<file path="src/rtl/fetch_pkg.sv">
// Shared definitions for the instruction fetch unit.
// Covers the fetch FSM encoding, the PC step and the branch-target alignment mask.
package fetch_pkg;

  typedef enum logic [1:0] {
    IDLE  = 2'd0,
    FETCH = 2'd1,
    DROP  = 2'd2
  } fetch_state_e;

  localparam int PC_INCR = 4;

  // Sliced to the address width at the point of use.
  localparam logic [63:0] ALIGN_MASK = ~64'd3;

endpackage

</file>
<file path="src/rtl/fetch_fifo.sv">
// First-word-fall-through FIFO holding {instruction, pc} pairs for the fetch unit.
// A flush empties it and overrides any push or pop arriving at the same edge.
module fetch_fifo #(
  parameter int W     = 32,
  parameter int DEPTH = 2
) (
  input  logic                     clk,
  input  logic                     rst,
  input  logic                     push,
  input  logic [2*W-1:0]           push_data,
  input  logic                     pop,
  input  logic                     flush,
  output logic [2*W-1:0]           head_data,
  output logic                     full,
  output logic                     empty,
  output logic [$clog2(DEPTH):0]   count
);

  localparam int AW = $clog2(DEPTH);
  localparam int CW = AW + 1;

  logic [2*W-1:0] mem_q [DEPTH];
  logic [2*W-1:0] mem_d [DEPTH];
  logic [AW-1:0]  wr_ptr_q, wr_ptr_d;
  logic [AW-1:0]  rd_ptr_q, rd_ptr_d;
  logic [CW-1:0]  count_q, count_d;
  logic           do_push, do_pop;

  assign empty = (count_q == '0);
  assign full  = (count_q == CW'(DEPTH));
  assign count = count_q;

  // A push into a full FIFO is accepted only when the head leaves at the same edge.
  assign do_pop  = pop && !empty && !flush;
  assign do_push = push && !flush && (!full || do_pop);

  assign head_data = empty ? '0 : mem_q[rd_ptr_q];

  always_comb begin
    mem_d    = mem_q;
    wr_ptr_d = wr_ptr_q;
    rd_ptr_d = rd_ptr_q;
    count_d  = count_q;
    if (flush) begin
      wr_ptr_d = '0;
      rd_ptr_d = '0;
      count_d  = '0;
    end else begin
      if (do_push) begin
        mem_d[wr_ptr_q] = push_data;
        wr_ptr_d        = wr_ptr_q + AW'(1);
      end
      if (do_pop) begin
        rd_ptr_d = rd_ptr_q + AW'(1);
      end
      count_d = count_q + CW'(do_push) - CW'(do_pop);
    end
  end

  always_ff @(posedge clk or posedge rst) begin
    if (rst) begin
      for (int i = 0; i < DEPTH; i++) begin
        mem_q[i] <= '0;
      end
      wr_ptr_q <= '0;
      rd_ptr_q <= '0;
      count_q  <= '0;
    end else begin
      mem_q    <= mem_d;
      wr_ptr_q <= wr_ptr_d;
      rd_ptr_q <= rd_ptr_d;
      count_q  <= count_d;
    end
  end

endmodule

</file>
<file path="src/rtl/instruction_fetch_unit.sv">
// Instruction fetch unit: one outstanding req/ack memory read per instruction, buffered
// in a small FIFO for decode; a taken branch redirects, flushes and drops in-flight data.
module instruction_fetch_unit
  import fetch_pkg::*;
#(
  parameter int           W          = 32,
  parameter int           DEPTH      = 2,
  parameter logic [W-1:0] RESET_ADDR = '0
) (
  input  logic         clk,
  input  logic         reset_asynchronous,
  input  logic         branch_taken,
  input  logic [W-1:0] branch_target,
  output logic         imem_req,
  output logic [W-1:0] imem_addr,
  input  logic         imem_ack,
  input  logic [W-1:0] imem_rdata,
  output logic         instr_valid,
  input  logic         instr_ready,
  output logic [W-1:0] instr,
  output logic [W-1:0] instr_pc
);

  localparam int CW = $clog2(DEPTH) + 1;

  fetch_state_e   state_q, state_d;
  logic [W-1:0]   fetch_pc_q, fetch_pc_d;
  logic [W-1:0]   addr_q, addr_d;
  logic           req_q, req_d;
  logic           push, pop;
  logic           fifo_full, fifo_empty;
  logic [CW-1:0]  fifo_count;
  logic [2*W-1:0] fifo_head;
  logic [W-1:0]   next_pc, target_aligned;
  logic           slot_free_idle, slot_free_after_ack;

  assign next_pc        = fetch_pc_q + W'(PC_INCR);
  assign target_aligned = branch_target & ALIGN_MASK[W-1:0];

  assign push = (state_q == FETCH) && imem_ack && !branch_taken;
  assign pop  = instr_valid && instr_ready && !branch_taken;

  // Nothing is outstanding in IDLE, so a free slot simply means the FIFO is not full.
  assign slot_free_idle      = !fifo_full;
  assign slot_free_after_ack = ({1'b0, fifo_count} + (CW+1)'(1) - (CW+1)'(pop)) < (CW+1)'(DEPTH);

  always_ff @(posedge clk or posedge reset_asynchronous) begin
    if (reset_asynchronous) begin
      state_q    <= IDLE;
      fetch_pc_q <= RESET_ADDR;
      addr_q     <= RESET_ADDR;
      req_q      <= 1'b0;
    end else begin
      state_q    <= state_d;
      fetch_pc_q <= fetch_pc_d;
      addr_q     <= addr_d;
      req_q      <= req_d;
    end
  end

  always_comb begin
    state_d    = state_q;
    fetch_pc_d = fetch_pc_q;
    if (branch_taken) begin
      fetch_pc_d = target_aligned;
      case (state_q)
        FETCH:   state_d = imem_ack ? IDLE : DROP;
        DROP:    state_d = imem_ack ? IDLE : DROP;
        default: state_d = IDLE;
      endcase
    end else begin
      case (state_q)
        IDLE: begin
          if (slot_free_idle) state_d = FETCH;
        end
        FETCH: begin
          if (imem_ack) begin
            fetch_pc_d = next_pc;
            state_d    = slot_free_after_ack ? FETCH : IDLE;
          end
        end
        DROP: begin
          if (imem_ack) state_d = IDLE;
        end
        default: state_d = IDLE;
      endcase
    end
  end

  // A new address is launched on entering FETCH or on a back-to-back ack; otherwise it holds.
  always_comb begin
    req_d  = (state_d != IDLE);
    addr_d = addr_q;
    if (state_d == FETCH && (state_q == IDLE || imem_ack)) begin
      addr_d = fetch_pc_d;
    end
  end

  assign imem_req  = req_q;
  assign imem_addr = addr_q;

  fetch_fifo #(
    .W     (W),
    .DEPTH (DEPTH)
  ) u_fifo (
    .clk       (clk),
    .rst       (reset_asynchronous),
    .push      (push),
    .push_data ({imem_rdata, addr_q}),
    .pop       (pop),
    .flush     (branch_taken),
    .head_data (fifo_head),
    .full      (fifo_full),
    .empty     (fifo_empty),
    .count     (fifo_count)
  );

  assign instr_valid       = !fifo_empty;
  assign {instr, instr_pc} = fifo_head;

endmodule
</file>
<file path="config.mk">
export PLATFORM = sky130hd
export DESIGN_NAME = instruction_fetch_unit
export DESIGN_NICKNAME = d
export VERILOG_FILES = /design/src/rtl/fetch_pkg.sv /design/src/rtl/fetch_fifo.sv /design/src/rtl/instruction_fetch_unit.sv
export SDC_FILE = /design/constraint.sdc
export NUM_CORES = 1
export LEC_CHECK = 0
export ABC_AREA = 1
export BUFFER_PORTS_ARGS = -buffer_cell sky130_fd_sc_hd__buf_2
export CAP_MARGIN = 5
export CELL_PAD_IN_SITES_DETAIL_PLACEMENT = 1
export CELL_PAD_IN_SITES_GLOBAL_PLACEMENT = 2
export CORE_MARGIN = 2
export CORE_UTILIZATION = 29
export DETAILED_ROUTE_END_ITERATION = 16
export PLACE_DENSITY_LB_ADDON = 0.1
export SLEW_MARGIN = 0
export SYNTH_ARGS = -nofsm -noshare
export SYNTH_HDL_FRONTEND = slang
export SYNTH_SLANG_ARGS = --single-unit
</file>
<file path="constraint.sdc">
create_clock -name clk -period 5.35 [get_ports clk]
set_input_delay 0 -clock clk [delete_from_list [all_inputs] [get_ports clk]]
set_output_delay 0 -clock clk [all_outputs]
set_load 0.01 [all_outputs]
</file>
==> results.cfg, run 1 <==
[detailed_routing]
via_count = 8287
wl_met1_mm = 14.24
wl_met3_um = 705
drc_errors = 0
dr_wl_met2_mm = 13.81
highest_layer = met4
vias_per_cell = 4.455
routed_wl_mm = 29.00
post_drt_wl_per_cell_um = 15.59
ant_nets = 0
drt-initial-drc-count = 366
dr.pass1.iters = 4

[pwr]
power_density_mw_per_mm2 = 435.7
seq_power_share_pct = 45.7
leakage_nw = 5.883
peakVddDrop_mv = 0.2457
switching_power_mw = 1.939
p_total_mw = 5.135
power_frac_comb_pct = 30.9
p_clk_share_pct = 23.4
p_int_mw = 3.196
power.share.switching_pct = 37.76

[die]
io_pins = 167
rows = 66
floorplan.initialDensity_pct = 29.19
die_x_um = 184.3
dieArea_mm2 = 0.03396
core-area_mm2 = 0.03229
dieHeight_um = 184.3

[synth]
avgSynthCellArea_um2 = 7.782
synth.distinct_cells = 34
seq_area_frac_synth_pct = 52.84
synth_nets = 1287
synth_top_area_share_pct = 52.84
ys_ff_latch = 199
synth_top_area_cell = dfrtp_1
synth.area.top_cells = dfrtp_1, nand2_1, o21ai_0
syn_area_mm2 = 0.009424
yosys_warnings = 0
synth_cells = 1211

[global_route]
grt_antenna_before_repair = 0
grt_pass1_wl_mm = 46.74
grt_max_degree = 95
grt-ovfl-total = 0
grt_use_total_pct = 17.75
grt_pass1_vias = 8420

[critical_path]
critical_path_arrival_ns = 3.08
reg2reg_depth = 8
reg2reg_from = state_q[1]
r2r-end = u_fifo.mem_q[93]
worstPathMaxFanout = 94
cp.required_ns = 5.65
r2r_slack_ns = 2.57
endpoint = u_fifo.mem_q[93]
critPathLaunchType = flip-flop
crit_type = flip-flop to flip-flop
crit_path_end_kind = flip-flop
startpoint = state_q[1]

[clocking]
post_cts_resized = 0
ctsHtreeMaxLevel = 4
ctsLongestPathBuffers = 2
cts_sinks = 199
hold_buffers = 65
clk_latency_ns = 0.44
clk_pin_slew_worst_paths_ns = 0.07
root_buffer = clkbuf_16
cts_tree = yes
post_cts_buffers = 0
numCtsBuffers = 17

[place]
port_buffers = 164
place_congestion = 0.7559
dp_hpwl_mm = 19.51

[sta]
finalMaxSlewViolations = 0
rsz0062_at_grt = false
setup_viol = 0
relSlewSlack_pct = 25.81
fmax_ghz = 0.3601
fin_skew_ns = 0.01115
period_minus_slack_ns = 2.777
period_share_pct = 51.90
tightest_slew_ns = 1.113
hold_viol_final = 0
setup_tns_ns = 0

[cells_and_area]
utilization_pct = 36.50
diodes = 0
mostFrequentLayoutCells = nand2_1, dfrtp_1, buf_2
nNetsFinal = 1481
area_growth_pct = 25.05
final_layout_size_suffix_gt1_share_pct = 16.50
layout_commonest_cell = nand2_1

[job]
cap_violations = 0

[status]
status = finished clean

[min_path]
hold_path_class = input pin to flip-flop
==> synth_stat cells (all sizes together) <==
cell,n
clkbuf,25
o21bai,2
xor2,3
nand3b,1
buf,39
a21boi,7
or2,12
nor3,1
a31oi,1
o21a,2
ha,7
xnor2,3
and2,4
dfrtp,199
o211ai,2
a21o,1
nand2,437
a21oi,65
nor2,59
nand3,56
o21ai,157
o31ai,1
nand4,9
inv,118
==> per-stage QoR <==
step | instances | instance area (um^2) | worst slack [ns] | hold WS [ns]
floorplan | 1211 | 9428 | 2.776 | 0.1170
global placement | 1763 | 10610 | 2.621 | 0.2307
detailed placement | 1763 | 10610 | 2.563 | 0.2308
CTS | 1860 | 11790 | 2.420 | 0.04749
global route | 1860 | 11790 | 2.243 | 0.06785
finish | 1860 | 11790 | 2.573 | 0.03888
==> sequential cells by signal, indices dropped and copies added (netlist names) <==
| name | cells |
|---|---|
| fetch_pc_q | 32 |
| imem_addr | 32 |
| imem_req | 1 |
| state_q | 2 |
| u_fifo.count | 2 |
| u_fifo.mem_q | 128 |
| u_fifo.rd_ptr_q | 1 |
| u_fifo.wr_ptr_q | 1 |
==> kinds of logic after synthesis <==
family	count (synthesis)	synth area share (%)
AO/OA/AOI/OAI	238	13.09
XOR/XNOR	6	0.5577
adder cells (fa/ha/maj)	7	0.9293
buffers and inverters	182	7.767
flip-flops	199	52.84
AND/OR/NAND/NOR	579	24.81
==> per-layer routing <==
metal,GRT usage [%],up-vias
met5,0,-
met1,24.16,3960
met2,29.90,107
met4,4.032,0
li1,-,4207
met3,2.569,13
==> worst min path at each step <==
| stage | to | slack [ns] | from | cells after the start |
|---|---|---|---|---|
| after floorplan | fetch_pc_q[18] | 0.12 | branch_target[18] | 1 |
| after global placement | u_fifo.mem_q[59] | 0.23 | reset_asynchronous | 2 |
| after detailed placement | fetch_pc_q[15] | 0.23 | branch_target[15] | 3 |
| after CTS | u_fifo.count[0] | 0.05 | branch_taken | 2 |
| after global routing | u_fifo.count[0] | 0.07 | branch_taken | 2 |
| final | u_fifo.count[1] | 0.04 | branch_taken | 2 |
==> power by group through the flow <==
stage	registers (mW)	logic, mW	clock network [mW]
after global placement	2.37	1.56	0
final	2.35	1.59	1.20
after CTS	2.35	1.64	1.25
after detailed placement	2.38	1.59	0
after global routing	2.43	1.86	1.30
after floorplan	2.32	1.02	0
==> layout make-up <==
| cell class | instances | area, um^2 |
|---|---|---|
| well taps | 442 | 553.0 |
| flip-flops and latches | 199 | 4981 |
| fillers | 3954 | 20500 |
| clock inverters | 12 | 81.33 |
| inverters | 118 | 446.7 |
| multi-input cells | 830 | 3730 |
| clock buffers | 20 | 446.7 |
| repair buffers | 239 | 1546 |
==> worst max-delay path, stage by stage (launching register included) <==
cell and delay, ns:
dfrtp_1 0.38, inv_1 0.09, ha_1 0.21, nand2_2 0.23
nor2_1 0.07, nand2_1 0.12, or2_4 0.84, buf_4 0.49
o21ai_0 0.14
No activity file was read; power rests on OpenSTA's default activity.
==> run 2, diff against run 1 <==
Settings changed: ABC_AREA 1 to 0, CORE_UTILIZATION 29 to 34.
Clock period 5.35 ns to 2.53 ns, I/O delays scaled along.
==> results.cfg, run 2 <==
[global_route]
grt_max_degree = 65
grt-ovfl-total = 0
grt_antenna_before_repair = 0
grt_pass1_vias = 7034
grt_pass1_wl_mm = 38.14
grt_use_total_pct = 17.08

[die]
floorplan.initialDensity_pct = 34.46
die_x_um = 168.8
io_pins = 167
core-area_mm2 = 0.02680
rows = 60
dieArea_mm2 = 0.02850
dieHeight_um = 168.8

[synth]
synth.distinct_cells = 39
synth_commonest_cells = dfrtp_1, mux2_2, nor2_1, mux2i_1, xnor2_1
synth.area.top_cells = dfrtp_1, mux2_2, mux2i_1
syn_area_mm2 = 0.009236
synth_cells = 711
yosysMostFrequentCell = dfrtp_1
avgSynthCellArea_um2 = 12.99
synth-main-ff-cell = dfrtp_1
synth_top_area_cell = dfrtp_1
synth_nets = 787
seq_area_frac_synth_pct = 53.91
synth_top_area_share_pct = 53.91
yosys_warnings = 0
synthArstFlopShare_pct = 100.0
ys_ff_latch = 199
synth_edf_count = 0

[clocking]
cts_sinks = 199
root_buffer = clkbuf_16
numCtsBuffers = 17
hold_buffers = 65
cts_tree = yes
post_cts_buffers = 0
post_cts_resized = 0
ctsHtreeMaxLevel = 4
clk_latency_ns = 0.43
clk_pin_slew_worst_paths_ns = 0.07
ctsLongestPathBuffers = 2

[cells_and_area]
layout_commonest_cell = dfrtp_1
regMostFlops = u_fifo.mem_q
final_layout_size_suffix_gt1_share_pct = 41.67
n_fill_cell = 2879
diodes = 0
multiInputGateArea_mm2 = 0.004009
nNetsFinal = 1023
area_growth_pct = 27.50
mostFrequentLayoutCells = dfrtp_1, buf_2, mux2_2
largest_register_ffs = 128
final-seq-area_mm2 = 0.004984

[critical_path]
worstPathMaxFanout = 8
cp.required_ns = 2.84
cp_cell_sequence = ha_1 -> nand3_1 -> nor4_1 -> nand3_1 -> xnor2_1 -> o31a_1
crit_type = flip-flop to flip-flop
crit_slowest_cell = nor4_1
critical_path_arrival_ns = 2.52
cpMostUsedCell = nand3_1
critPathLaunchType = flip-flop
crit_path_end_kind = flip-flop
slowest_delay_ns = 0.55

[detailed_routing]
drc_errors = 0
via_count = 6335
drt-initial-drc-count = 240
post_drt_wl_per_cell_um = 18.02
vias_per_cell = 4.869
dr.pass1.iters = 4
dr_wl_met2_mm = 11.83
routed_wl_mm = 23.45
wl_met3_um = 900
highest_layer = met4
ant_nets = 0
wl_met1_mm = 10.46

[pwr]
power_density_mw_per_mm2 = 965.1
peakVddDrop_mv = 0.4262
leakage_nw = 5.364

[sta]
rsz0062_at_grt = false
setup_viol = 0
fmax_ghz = 0.4510
finalMaxSlewViolations = 0
period_share_pct = 87.64
period_minus_slack_ns = 2.217
hold_ws_ns = 0.02288
fin_skew_ns = 0.01529
hold_viol_final = 0
tightest_slew_ns = 0.8329
setup_tns_ns = 0
relSlewSlack_pct = 44.36

[place]
port_buffers = 164
place_congestion = 0.8446
dp_hpwl_mm = 16.50

[job]
cap_violations = 0

[min_path]
hold_path_class = input pin to flip-flop

[status]
status = finished clean
[run 2: critical path, delay by kind of cell (launching register included)]
| kind | cells | cell delay (ns) |
|---|---|---|
| simple gates | 3 | 1.01 |
| flops | 1 | 0.43 |
| fa+ha+maj | 1 | 0.20 |
| compound gates | 1 | 0.28 |
| xor+xnor | 1 | 0.18 |
[run 2: kinds of logic after synthesis]
| family | count (synthesis) | synth area share, % |
|---|---|---|
| flops | 199 | 53.91 |
| fa+ha+maj | 7 | 0.9482 |
| compound gates | 26 | 2.100 |
| mux | 240 | 28.75 |
| buf+inv | 45 | 2.818 |
| xor+xnor | 32 | 3.034 |
| simple gates | 162 | 8.439 |
[run 2: cell type report]
type	count	share of cell area (%)
well taps	341	3.623
flip-flops and latches	199	42.32
clock buffers	20	3.793
inverters	10	0.3506
multi-input cells	467	34.04
repair buffers	252	14.70
clock inverters	12	1.169
[run 2: report_power, final]
group,switching [mW],total (mW),internal [mW]
logic,1.73,3.68,1.95
registers,0.746,4.98,4.23
clock network,1.28,2.71,1.43
[run 2: final timing paths]
kind | start | endpoint | slack (ns) | depth (start not counted)
worst min-delay path | imem_ack | state_q[1] | 0.02 | 3
min in group asynchronous | reset_asynchronous | u_fifo.mem_q[119] | 0.27 | 3
worst min register to register | u_fifo.mem_q[79] | u_fifo.mem_q[79] | 0.48 | 1
max in group asynchronous | reset_asynchronous | u_fifo.mem_q[34] | 1.51 | 4
worst max register to register | fetch_pc_q[2] | imem_addr[16] | 0.31 | 6
worst max-delay path | fetch_pc_q[2] | imem_addr[16] | 0.31 | 6
[run 2: metrics by stage]
step | cell area [um^2] | util [%] | power (mW) | setup slack, ns | instances
6_report | 11780 | 43.94 | 11.37 | 0.3127 | 1301
2_1_floorplan | 9240 | - | 7.421 | -0.04435 | 711
4_1_cts | 11780 | 43.94 | 11.58 | 0.2867 | 1301
3_5_place_dp | 10540 | 39.33 | 8.738 | 0.2949 | 1204
5_1_grt | 11780 | 43.94 | 12.16 | 0.08918 | 1301
3_3_place_gp | 10540 | 39.33 | 8.502 | 0.3542 | 1204
[run 2: layer usage]
layer | up-vias | global-route usage, %
met5 | - | 0
li1 | 2956 | -
met4 | 0 | 4.160
met2 | 123 | 30.29
met1 | 3241 | 21.64
met3 | 15 | 3.063
